### src/rtl/flash_op_sequencer.sv
// Flash operation sequencer: turns one decoded flash command into the chain of
// single-byte-opcode transactions it needs. The chain is an optional WREN or RSTEN
// prefix, the main op, then RDSR busy polling or a fixed settle delay.
module flash_op_sequencer #(
   parameter int unsigned ADDR_W    = 24,
   parameter int unsigned LEN_W     = 4,
   parameter int unsigned POLL_GAP  = 16,
   parameter int unsigned MAX_POLLS = 1024,
   parameter int unsigned RST_WAIT  = 64
) (
   input  logic              clk,
   input  logic              rst_n,
   input  logic              cmd_valid,
   output logic              cmd_ready,
   input  logic [7:0]        cmd_opcode,
   input  logic [ADDR_W-1:0] cmd_addr,
   input  logic [LEN_W-1:0]  cmd_len,
   output logic              txn_valid,
   input  logic              txn_ready,
   output logic [7:0]        txn_opcode,
   output logic [ADDR_W-1:0] txn_addr,
   output logic [LEN_W-1:0]  txn_len,
   input  logic              txn_done,
   input  logic [7:0]        txn_status,
   output logic              busy,
   output logic              op_done,
   output logic              op_err,
   output logic [1:0]        err_code
);

   localparam int unsigned PollW   = $clog2(MAX_POLLS) + 1;
   localparam int unsigned WaitMax = (POLL_GAP > RST_WAIT) ? POLL_GAP : RST_WAIT;
   localparam int unsigned WaitW   = $clog2(WaitMax + 1);

   localparam logic [7:0] OpRead  = 8'h03;
   localparam logic [7:0] OpProg  = 8'h02;
   localparam logic [7:0] OpSe    = 8'h20;
   localparam logic [7:0] OpBe32  = 8'h52;
   localparam logic [7:0] OpBe64  = 8'hD8;
   localparam logic [7:0] OpRst   = 8'h99;
   localparam logic [7:0] OpRsten = 8'h66;
   localparam logic [7:0] OpWren  = 8'h06;
   localparam logic [7:0] OpRdsr  = 8'h05;

   typedef enum logic [3:0] {
      StIdle, StPreReq, StPreWait, StOpReq, StOpWait,
      StGap, StPollReq, StPollWait, StSettle, StFin
   } state_e;

   state_e            state_q, state_d;
   logic [7:0]        op_q, op_d;
   logic [ADDR_W-1:0] addr_q, addr_d;
   logic [LEN_W-1:0]  len_q, len_d;
   logic [PollW-1:0]  poll_cnt_q, poll_cnt_d;
   logic [WaitW-1:0]  wait_cnt_q, wait_cnt_d;
   logic [1:0]        err_code_q, err_code_d;
   logic              op_err_q, op_err_d;
   logic              wip;

   // Only WIP matters; the remaining status bits are deliberately don't-care.
   assign wip = txn_status[0] | (1'b0 & (^txn_status[7:1]));

   assign cmd_ready = (state_q == StIdle);
   assign busy      = (state_q != StIdle);
   assign op_done   = (state_q == StFin);
   assign op_err    = op_err_q;
   assign err_code  = err_code_q;

   // State and captured-command registers, cleared asynchronously.
   always_ff @(posedge clk or negedge rst_n) begin
      if (!rst_n) begin
         state_q    <= StIdle;
         op_q       <= '0;
         addr_q     <= '0;
         len_q      <= '0;
         poll_cnt_q <= '0;
         wait_cnt_q <= '0;
         err_code_q <= 2'b00;
         op_err_q   <= 1'b0;
      end else begin
         state_q    <= state_d;
         op_q       <= op_d;
         addr_q     <= addr_d;
         len_q      <= len_d;
         poll_cnt_q <= poll_cnt_d;
         wait_cnt_q <= wait_cnt_d;
         err_code_q <= err_code_d;
         op_err_q   <= op_err_d;
      end
   end

   // Next-state logic: walk the transaction chain for the captured opcode.
   always_comb begin
      state_d    = state_q;
      op_d       = op_q;
      addr_d     = addr_q;
      len_d      = len_q;
      poll_cnt_d = poll_cnt_q;
      wait_cnt_d = wait_cnt_q;
      err_code_d = err_code_q;
      op_err_d   = 1'b0;
      case (state_q)
         StIdle: begin
            if (cmd_valid) begin
               op_d       = cmd_opcode;
               addr_d     = cmd_addr;
               len_d      = cmd_len;
               err_code_d = 2'b00;
               poll_cnt_d = '0;
               wait_cnt_d = '0;
               case (cmd_opcode)
                  OpRead:                               state_d = StOpReq;
                  OpProg, OpSe, OpBe32, OpBe64, OpRst:  state_d = StPreReq;
                  default: begin
                     op_err_d   = 1'b1;
                     err_code_d = 2'b01;
                  end
               endcase
            end
         end
         StPreReq:  if (txn_ready) state_d = StPreWait;
         StPreWait: if (txn_done)  state_d = StOpReq;
         StOpReq:   if (txn_ready) state_d = StOpWait;
         StOpWait: begin
            if (txn_done) begin
               wait_cnt_d = '0;
               poll_cnt_d = '0;
               case (op_q)
                  OpRead:  state_d = StFin;
                  OpRst:   state_d = StSettle;
                  default: state_d = StGap;
               endcase
            end
         end
         StGap: begin
            if (wait_cnt_q == WaitW'(POLL_GAP - 1)) begin
               wait_cnt_d = '0;
               state_d    = StPollReq;
            end else begin
               wait_cnt_d = wait_cnt_q + WaitW'(1);
            end
         end
         StPollReq: if (txn_ready) state_d = StPollWait;
         StPollWait: begin
            if (txn_done) begin
               if (!wip) begin
                  state_d = StFin;
               end else if ((poll_cnt_q + PollW'(1)) == PollW'(MAX_POLLS)) begin
                  state_d    = StIdle;
                  op_err_d   = 1'b1;
                  err_code_d = 2'b10;
               end else begin
                  poll_cnt_d = poll_cnt_q + PollW'(1);
                  wait_cnt_d = '0;
                  state_d    = StGap;
               end
            end
         end
         StSettle: begin
            if (wait_cnt_q == WaitW'(RST_WAIT - 1)) begin
               wait_cnt_d = '0;
               state_d    = StFin;
            end else begin
               wait_cnt_d = wait_cnt_q + WaitW'(1);
            end
         end
         StFin:   state_d = StIdle;
         default: state_d = StIdle;
      endcase
   end

   // Transaction request fields, decoded from state so they hold steady while waiting.
   always_comb begin
      txn_valid  = 1'b0;
      txn_opcode = 8'h00;
      txn_addr   = '0;
      txn_len    = '0;
      case (state_q)
         StPreReq: begin
            txn_valid  = 1'b1;
            txn_opcode = (op_q == OpRst) ? OpRsten : OpWren;
         end
         StOpReq: begin
            txn_valid  = 1'b1;
            txn_opcode = op_q;
            txn_addr   = (op_q == OpRst) ? '0 : addr_q;
            txn_len    = ((op_q == OpRead) || (op_q == OpProg)) ? len_q : '0;
         end
         StPollReq: begin
            txn_valid  = 1'b1;
            txn_opcode = OpRdsr;
            txn_len    = LEN_W'(1);
         end
         default: ;
      endcase
   end

endmodule

### config.mk
export PLATFORM = sky130hd
export DESIGN_NAME = flash_op_sequencer
export DESIGN_NICKNAME = d
export VERILOG_FILES = /design/src/rtl/flash_op_sequencer.sv
export SDC_FILE = /design/constraint.sdc
export NUM_CORES = 1
export LEC_CHECK = 0
export ABC_AREA = 1
export ABC_CLOCK_PERIOD_IN_PS = 2300
export CAP_MARGIN = 10
export CORE_MARGIN = 3
export CORE_UTILIZATION = 49
export DETAILED_ROUTE_END_ITERATION = 6
export GPL_ROUTABILITY_DRIVEN = 0
export HOLD_SLACK_MARGIN = 0.12
export PLACE_DENSITY = 0.85
export SLEW_MARGIN = 20
export SYNTH_ARGS = -nofsm -noshare
export SYNTH_HDL_FRONTEND = slang
export SYNTH_SLANG_ARGS = --single-unit
### constraint.sdc
create_clock -name clk -period 2.3 [get_ports clk]
set_input_delay 0.575 -clock clk [delete_from_list [all_inputs] [get_ports clk]]
set_output_delay 0.575 -clock clk [all_outputs]
set_load 0.005 [all_outputs]
Word level (Yosys, flattened, before mapping)
Index checks and enable logic that the tools add are counted.

operators by class
  add/sub/neg operators = 2
  eq/ne operators = 34
  mux-type cells = 47
  reduce and logical (&&, ||, !) cells = 14

operators by type and width
  cell                                            count
  2-to-1 mux 7 bit                                8
  2-to-1 mux 11 bit                               5
  2-to-1 mux 24 bit                               2
  2-to-1 mux 4 bit                                11
  case mux 4 bit (9 select lines)                 1
  case mux 7 bit (5 select lines)                 1
  case mux 11 bit (3 select lines)                1
  == test 8 x 2 -> 1 bit (second input constant)  4
  == test 8 bit (second input constant)           3
  inequality test 2 bit (second input constant)   12
  case mux 4 bit (2 select lines)                 3
  case mux 8 bit (3 select lines)                 1
  == test 4 x 3 -> 1 bit (second input constant)  4
  AND reduction 6 bit                             2
  adder 11 x 1 -> 11 bit (second input constant)  1
  == test 11 bit (second input constant)          1
  AND reduction 10 bit                            1
  == test 4 x 2 -> 1 bit (second input constant)  2
  == test 4 bit (second input constant)           2
  == test 8 x 6 -> 1 bit (second input constant)  1
  == test 8 x 7 -> 1 bit (second input constant)  1
  2-to-1 mux 2 bit                                4
  adder 7 x 1 -> 7 bit (second input constant)    1
  == test 7 x 4 -> 1 bit (second input constant)  1
  other kinds (18)                                24

storage, ports and cells
  register bits after elaboration = 61
  input bits = 49
  logic and storage cells = 105

Longest topological paths before layout
  depth in word-level cells = 6
  depth in mapped cells = 13
  depth with buffers taken out = 13

Worst setup path before layout
OpenSTA, ideal clock, no wires.

  path kind = flip-flop to output port
  start = register state_q[2]
  end = output port txn_addr[16]
  arrival = 1.338 ns
  slack = 0.387 ns
  stages on the path, launching flop included = 8
  path buffers = 2
  path through = dfrtp_1 > nor2_2 > inv_2 > nor2_1 > inv_1 > buf_2 > buf_1 > nor2_1

between the ends
  cells in the longest elaborated chain, start to end = 2

ends and longest elaborated chain
  element                 line  RTL
  start, declared         50    state_e state_q, state_d;
  start signal, assigned  72    state_q <= StIdle;
  start signal, assigned  81    state_q <= state_d;
  == test 4 x 2 -> 1 bit  178   case (state_q)
  2-to-1 mux 24 bit       178
  end, declared           21    output logic [ADDR_W-1:0] txn_addr,

No other way between the ends.

Final worst setup path
  start = register op_q[5]
  end = output port txn_addr[23]

between the ends
  cells in the longest elaborated chain, start to end = 3

ends and longest elaborated chain
  element                 line  RTL
  start, declared         51    logic [7:0] op_q, op_d;
  start signal, assigned  82    op_q <= op_d;
  == test 8 bit           186   txn_addr = (op_q == OpRst) ? '0 : addr_q;
  2-to-1 mux 24 bit       186
  2-to-1 mux 24 bit       178

No other way between the ends.

==> results by group <==
STA
  – TNS Setup: -2.36 ns
  – Max Clk Rate: just over 0.4 GHz
  – Final worst slack: -0.159 ns
  – Slew HR: 78.1%
  – RSZ-0062 raised after global routing: yes
  – Final Hold Fails: 0
  – Fin Clk Skew: about 0.014 ns
  – Final Slew Violations: 0
  – Hold Slack: 0.220 ns
  – Slew at the pin closest to its max-slew limit: ~0.33 ns
  – Period utilization: 107%
  – Minimum clock period: 2.46 ns
  – Final setup viols: 23

Status
  – Failing checks: setup timing
  – Status: finished, violations left

Placement
  – Post-DP HPWL: between 6000 and 7000 um
  – Port Buffers: 84
  – Placed cell count: between 600 and 700

Yosys
  – Post-synth EDFFs: 0
  – Synth Area in Simple Gates: roughly 33%
  – Synth Area in Adders: about 1.1%
  – Mux contribution to synthesized area: under 10%
  – Top FF cell, synth: dfrtp_1
  – Post-synthesis async set-or-reset flop share: 100%
  – Post-synth top area share: 43.3%
  – XOR/XNOR share of the synthesized area: less than 1%
  – Flops & latches, synth: 61
  – Compound-Gate Fraction of Synth Area: 5.25%
  – Syn Area/Cell: around 7.5 um2
  – Largest cells by area after synthesis: dfrtp_1 (43%), nand2_1 (16%), nor2_1 (6.6%), inv_1 (5.4%), mux2_2 (5.4%)
  – Register area share after synthesis: a little over two fifths
  – YS warnings: 0
  – Synth Net Count: ~520
  – Syn Inst Count: about 470
  – Largest family of logic cells by synthesized area: simple AND/OR/NAND/NOR gates
  – Netlist cell types: 31
  – Area leader, netlist: dfrtp_1
  – Syn Std Cell Area: around 3500 um2

Routing
  – Vias per std cell: about 5.2
  – Total Wirelength: just under 10000 um
  – Initial DRT Pass Iterations: 4
  – Drt initial violations: 253
  – Routed Antenna Nets: 0
  – Via Count: between 3000 and 4000
  – DRC errors left: 0
  – Drt wl/cell: roughly 14 um

Setup path
  – Reg2Reg Depth: 11
  – Worst setup EP type: primary output
  – CP Launch Type: flop
  – Worst path slowest cell: dfrtp_1
  – Cell chain of the critical path: inv_2 -> nand2_4 -> nor3_4 -> nand4_1 -> buf_6 -> buf_6 -> buf_8 -> nand2_2 -> nor2_1 -> buf_2
  – CP Data Arrival Time: 1.88 ns
  – Slowest Stage Delay on Critical Path: between 0.3 and 0.4 ns
  – Worst path most repeated cell: buf_6
  – Critical Path RT: ~1.7 ns
  – Worst-path fanout max: 5
  – WS Path Type: reg2out

Floorplanning
  – Die area: between 8000 and 9000 um2
  – Boundary Pins: between 90 and 100
  – Core area: roughly 6900 um2
  – Initial Utilization: between 50% and 60%
  – FP Rows: 30
  – Chip width: ~91 um
  – Die Height: 90.8 um

Finish
  – Multi-input gate area: around 1900 um2
  – Register Area: approximately 1500 um2
  – FILL cells: around 500
  – Proportion of layout cells with a drive suffix above 1: roughly 28%
  – Area Growth Syn to Fin: 39.9%
  – NumNets Final: around 630
  – Final antenna diode count: 0
  – Final non-filler cell total: 683

CTS
  – Clock latency on the worst-skew pair: 0.36 ns
  – Max Buffers Root-to-Sink: 2
  – Clock transition at the registers of the reported paths: 0.08 ns
  – Post-CTS Hold Buffers: 0
  – Htree depth: 3
  – CTS tree: done
  – CTS Buf Count: 9
  – Root Buffer: clkbuf_8
  – Clock sinks: 61

Power and ir drop
  – Worst vdd ir: 0.611 mV
  – Leak Pwr: roughly 2.6 nW
  – PwrDens: between 1000 and 1500 nW/um2

Global routing
  – Global-route wire length before repair: between 15000 and 20000 um
  – Grt ovf: 0
  – Global-route usage over all layers: about 24%
  – Initial antenna violation count: 0
  – Vias in the first global route: around 3600
  – Largest net degree at the start of global routing: 62

Flow run
  – Max_cap viols: 0

Min path
  – Hold WC Path Type: in2async
==> layout by cell type, fill, tap and decap left out, types with 6 or more instances in the layout <==
cell type	netlist	final
mux2_2	17	17
clkbuf_2	0	20
nand2_1	154	136
mux2_4	8	8
o21ai_0	15	14
a21oi_1	11	11
inv_1	51	46
nor2_1	62	55
buf_6	3	6
nand3_1	25	23
clkbuf_8	0	9
dfrtp_1	61	61
buf_2	2	12
nand2_2	6	22
inv_2	5	10
buf_4	0	19
nor2_4	2	6
nor2_2	8	11
clkdlybuf4s50_1	0	43
nand4_1	10	10
==> final cells by class <==
class,count,share of cell area (%)
Timing Repair Buffer,114,20.4
Inverter,56,4.26
Multi-Input combinational cell,340,37.6
Tap cell,96,2.43
Clock inverter,7,1.83
Sequential cell,61,30.9
Clock buffer,9,2.51
==> report_power, final <==
part	internal (mW)	switching, mW
clock	0.603	0.458
sequential	1.46	0.276
combinational	1.21	1.40
total	3.27	2.13
==> routing by layer <==
| metal | share of wire (%) | global-route usage, % | vias up |
|---|---|---|---|
| li1 | - | - | 1707 |
| met1 | 39 | 26.8 | 1663 |
| met2 | 48 | 40.6 | 160 |
| met3 | 8.6 | 8.92 | 33 |
| met4 | 3.4 | 12.4 | 0 |
| met5 | 0 | 0 | - |
==> cells by family after synthesis <==
| kind of cell | Yosys count |
|---|---|
| and+or+nand+nor | 277 |
| AOI/OAI and AO/OA | 34 |
| buffers and inverters | 68 |
| muxes | 25 |
| xor gates and xnor gates | 1 |
| adders and majority gates | 3 |
| DFF | 61 |
==> worst paths after layout <==
path,startpoint,end,slack [ns]
worst max-delay path,op_q[5],txn_addr[23],-0.16
worst min register to register,wait_cnt_q[3],wait_cnt_q[3],0.49
min in group clk,wait_cnt_q[3],wait_cnt_q[3],0.49
worst max register to register,wait_cnt_q[0],state_q[2],0.42
max in group asynchronous,rst_n,addr_q[7],1.81
worst min-delay path,rst_n,poll_cnt_q[8],0.22
==> cell usage after synthesis, types with 2 or more instances <==
cell type  instances
o21ai_1            2
nand2_1          154
buf_6              3
nor2_4             2
inv_1             51
mux2_2            17
nand2_2            6
o22ai_1            2
inv_2              5
nor2_2             8
nand4_1           10
clkbuf_1           6
nor3_1             5
buf_2              2
or2_2              2
dfrtp_1           61
nor2_1            62
o21ai_0           15
ha_1               3
a21oi_1           11
nand3_1           25
mux2_4             8
==> critical path: cells and delay by family (launching register included) <==
family	cells	cell delay (ns)
buffers and inverters	5	0.65
AND/OR/NAND/NOR	5	0.49
flip-flops	1	0.39
==> repair_timing <==
action	CTS	global route
hold endpoints to repair	0	0
resized for setup	104	74
endpoints found under the setup margin	40	37
pin swaps	5	9
setup buffers	10	4
gates cloned	1	1
==> flip-flops by register name, summed over array words and instances (netlist names) <==
register / cells
state_q: 4
op_q: 8
wait_cnt_q: 7
err_code: 2
poll_cnt_q: 11
len_q: 4
addr_q: 24
op_err: 1
==> metrics by stage <==
stage / utilization [%] / setup slack (ns) / area (um2) / power, mW
2_1_floorplan: - / 0.387 / 3530 / 3.12
3_3_place_gp: 66.3 / 0.0548 / 4560 / 3.99
3_5_place_dp: 66.3 / -0.00231 / 4560 / 4.07
4_1_cts: 71.0 / -0.0784 / 4880 / 5.22
5_1_grt: 71.8 / -0.197 / 4930 / 5.76
6_report: 71.8 / -0.159 / 4930 / 5.40
Note: power is estimated with default switching activity, not from simulation.
==> RTL edit (config.mk and constraints unchanged) <==
Make the reset (`rst_n`) synchronous in one clocked block. Comments in the files are not updated.
--- a/src/rtl/flash_op_sequencer.sv
+++ b/src/rtl/flash_op_sequencer.sv
@@ -67,7 +67,7 @@
    assign err_code  = err_code_q;
 
    // State and captured-command registers, cleared asynchronously.
-   always_ff @(posedge clk or negedge rst_n) begin
+   always_ff @(posedge clk) begin
       if (!rst_n) begin
          state_q    <= StIdle;
          op_q       <= '0;
Formal check against the unedited RTL: differs if rst_n is asserted again (counterexample within 4 cycles, from zero or initial values and one cycle with rst_n low); with rst_n held inactive, the same outputs for 4 cycles.
==> RTL edit against the unedited design <==
Routed wire length up 1.0%. Synthesized cell count up 7.7%. Synthesized area down 6.0%. Setup slack better by 180 ps. Die area down 5.6%. Register-to-register slack worse by 170 ps. Sequential cell count unchanged. Hold slack better by 230 ps. Global-route usage up 0.55 points. Cell area down 4.2%. Highest routed layer unchanged.
Power is not compared: it rests on default switching activity, and its combinational part moved more than twofold at a synthesized area within 25%.
==> RTL edit: results (changes against the unedited design) <==
outcome finished, final reports clean (was complete, but fails checks); post-synthesis sequential area ratio 36.83% (was 43.29%); CP max stage cell dfxtp_2 (was dfrtp_1); DP Cell Count 658 (was 651); Post-synth ARST share 0% (was 100.0%); pre-CTS setup slack 36.02 ps (was -2.307 ps); GRT Resource Usage Total 24.74% (was 24.19%); post-synth net total 557 (was 521); Post-Route M1 WL 4.041 mm (was 3.892 mm); met2 wire length 5.055 mm (was 4.780 mm); WL per Instance 14.58 um (was 14.44 um); Pre-antenna DRT Iters 5 (was 4); Vias 3,704 (was 3,563); initial antenna violation count 0 (unchanged); post-synthesis cell type count 30 (was 31); Synth area leaders dfxtp_1, nand2_1, inv_1 (was dfrtp_1, nand2_1, nor2_1); dpl hpwl 6.362 mm (was 6.462 mm); TritonCTS buffer count 9 (unchanged); skew final 8.119 ps (was 13.60 ps); Critical R2R Launch wait_cnt_q[0] (unchanged); Slew @ Worst Pin 292.2 ps (was 325.4 ps); top cells by instance count after synthesis nand2_1, inv_1, dfxtp_1 (was nand2_1, nor2_1, dfrtp_1); min-delay src addr_q[10]; WL met3 557 um (was 852 um); Fillers 502 (unchanged); first-pass GRT wire length 15.12 mm (was 16.13 mm); Reg clk slew, reported paths 80 ps (about the same); worst reg-to-reg path cell count 13 (was 11); crit path max fanout 4 (was 5); Reg-to-Reg End state_q[3] (was state_q[2]); max incr delay on CP 350 ps (was 390 ps); Vias per Instance 5.423 (was 5.217); CTS root buf clkbuf_8 (unchanged); Top Family by Delay on Critical Path buffers and inverters (unchanged); largest net degree at the start of global routing 49 (was 62); leakage about 2 nW; antenna viol nets, final 0 (unchanged); Layout Nets 653 (was 634); R2R Setup Slk 250 ps (was 420 ps); WP data arrival 1700 ps (was 1880 ps); CTS Buffer Depth 2 (unchanged); share of cells above drive strength 1 17.16% (was 28.45%); vias in the first global route 3,426 (was 3,598); Clk Latency, worst-skew pair 360 ps (about the same); hold depth 2; syn avg cell area 6.566 um2 (was 7.518 um2); DR iter-0 viols 208 (was 253); Hold/Removal Path Class reg2reg (was in2async); WHS Endpoint addr_q[10]
==> RTL edit: cell count changes in the layout (fill, tap and decap cells not counted), moves of 29 or more <==
cell	before	now
dfxtp_1	0	58
inv_1	46	75
o21ai_0	14	45
dfrtp_1	61	0
nand2_1	136	85
a21oi_1	11	54
==> RTL edit: worst max path at each step <==
stage / start / to / slack [ps]
final: state_q[0] / txn_opcode[5] / 20
after global routing: state_q[3] / busy / -50
after detailed placement: state_q[1] / txn_addr[7] / 40
after CTS: state_q[0] / txn_valid / -2
after floorplan: state_q[0] / txn_opcode[5] / 490
after global placement: state_q[1] / txn_len[0] / 80
==> RTL edit: cell type report <==
cell class	count	area, um2	share of cell area [%]
clock inverter	7	98.84	2.092
clock buffer	9	123.9	2.622
inverter	86	330.3	6.992
sequential	61	1227	25.98
timing repair buffer	105	1050	22.22
tap	77	96.34	2.039
multi-input combinational	338	1798	38.06
==> RTL edit: cell families (layout without fill, tap and decap cells) <==
group	after synthesis	after routing	share of synthesized area (%)
buf+inv	106	207	12.23
fa+ha+maj	3	3	1.132
xor+xnor	2	2	0.5284
flops	61	61	36.83
compound gates	117	117	19.02
simple gates	216	216	30.26
==> RTL edit: tightest hold or removal path: cells and delay by family (launching register included) <==
kind	cells	cell delay, ps
DFF	1	300
buffers and inverters	1	60
AOI/OAI and AO/OA	1	50
==> RTL edit: where the power goes <==
| group | switching [mW] | internal, mW |
|---|---|---|
| clock | 0.457 | 0.614 |
| combinational | 0.786 | 0.491 |
| sequential | 0.0870 | 1.25 |
==> RTL edit: metrics by stage <==
stage	power [mW]	utilization (%)	hold slack, ps	instance area (um2)	setup TNS [ps]
after detailed placement	2.490	66.58	444.1	4300	0
final	3.690	73.15	452.1	4725	0
after floorplan	2.082	-	429.5	3316	0
after global routing	3.906	73.15	476.6	4725	-388.6
after global placement	2.453	66.58	438.1	4300	0
after CTS	3.599	71.04	455.5	4588	-2.091
==> RTL edit: layer usage <==
| layer | up-vias | global-route usage (%) |
|---|---|---|
| met5 | - | 0 |
| met1 | 1721 | 28.63 |
| met4 | 0 | 12.77 |
| met3 | 25 | 4.283 |
| li1 | 1832 | - |
| met2 | 126 | 43.58 |
==> RTL edit: what timing repair did <==
action | 4_1_cts | 5_1_grt
buffers inserted | 2 | 3
gates cloned | 1 | 3
resized for setup | 65 | 30
pin swaps | 3 | 3
endpoints found under the setup margin | 40 | 30
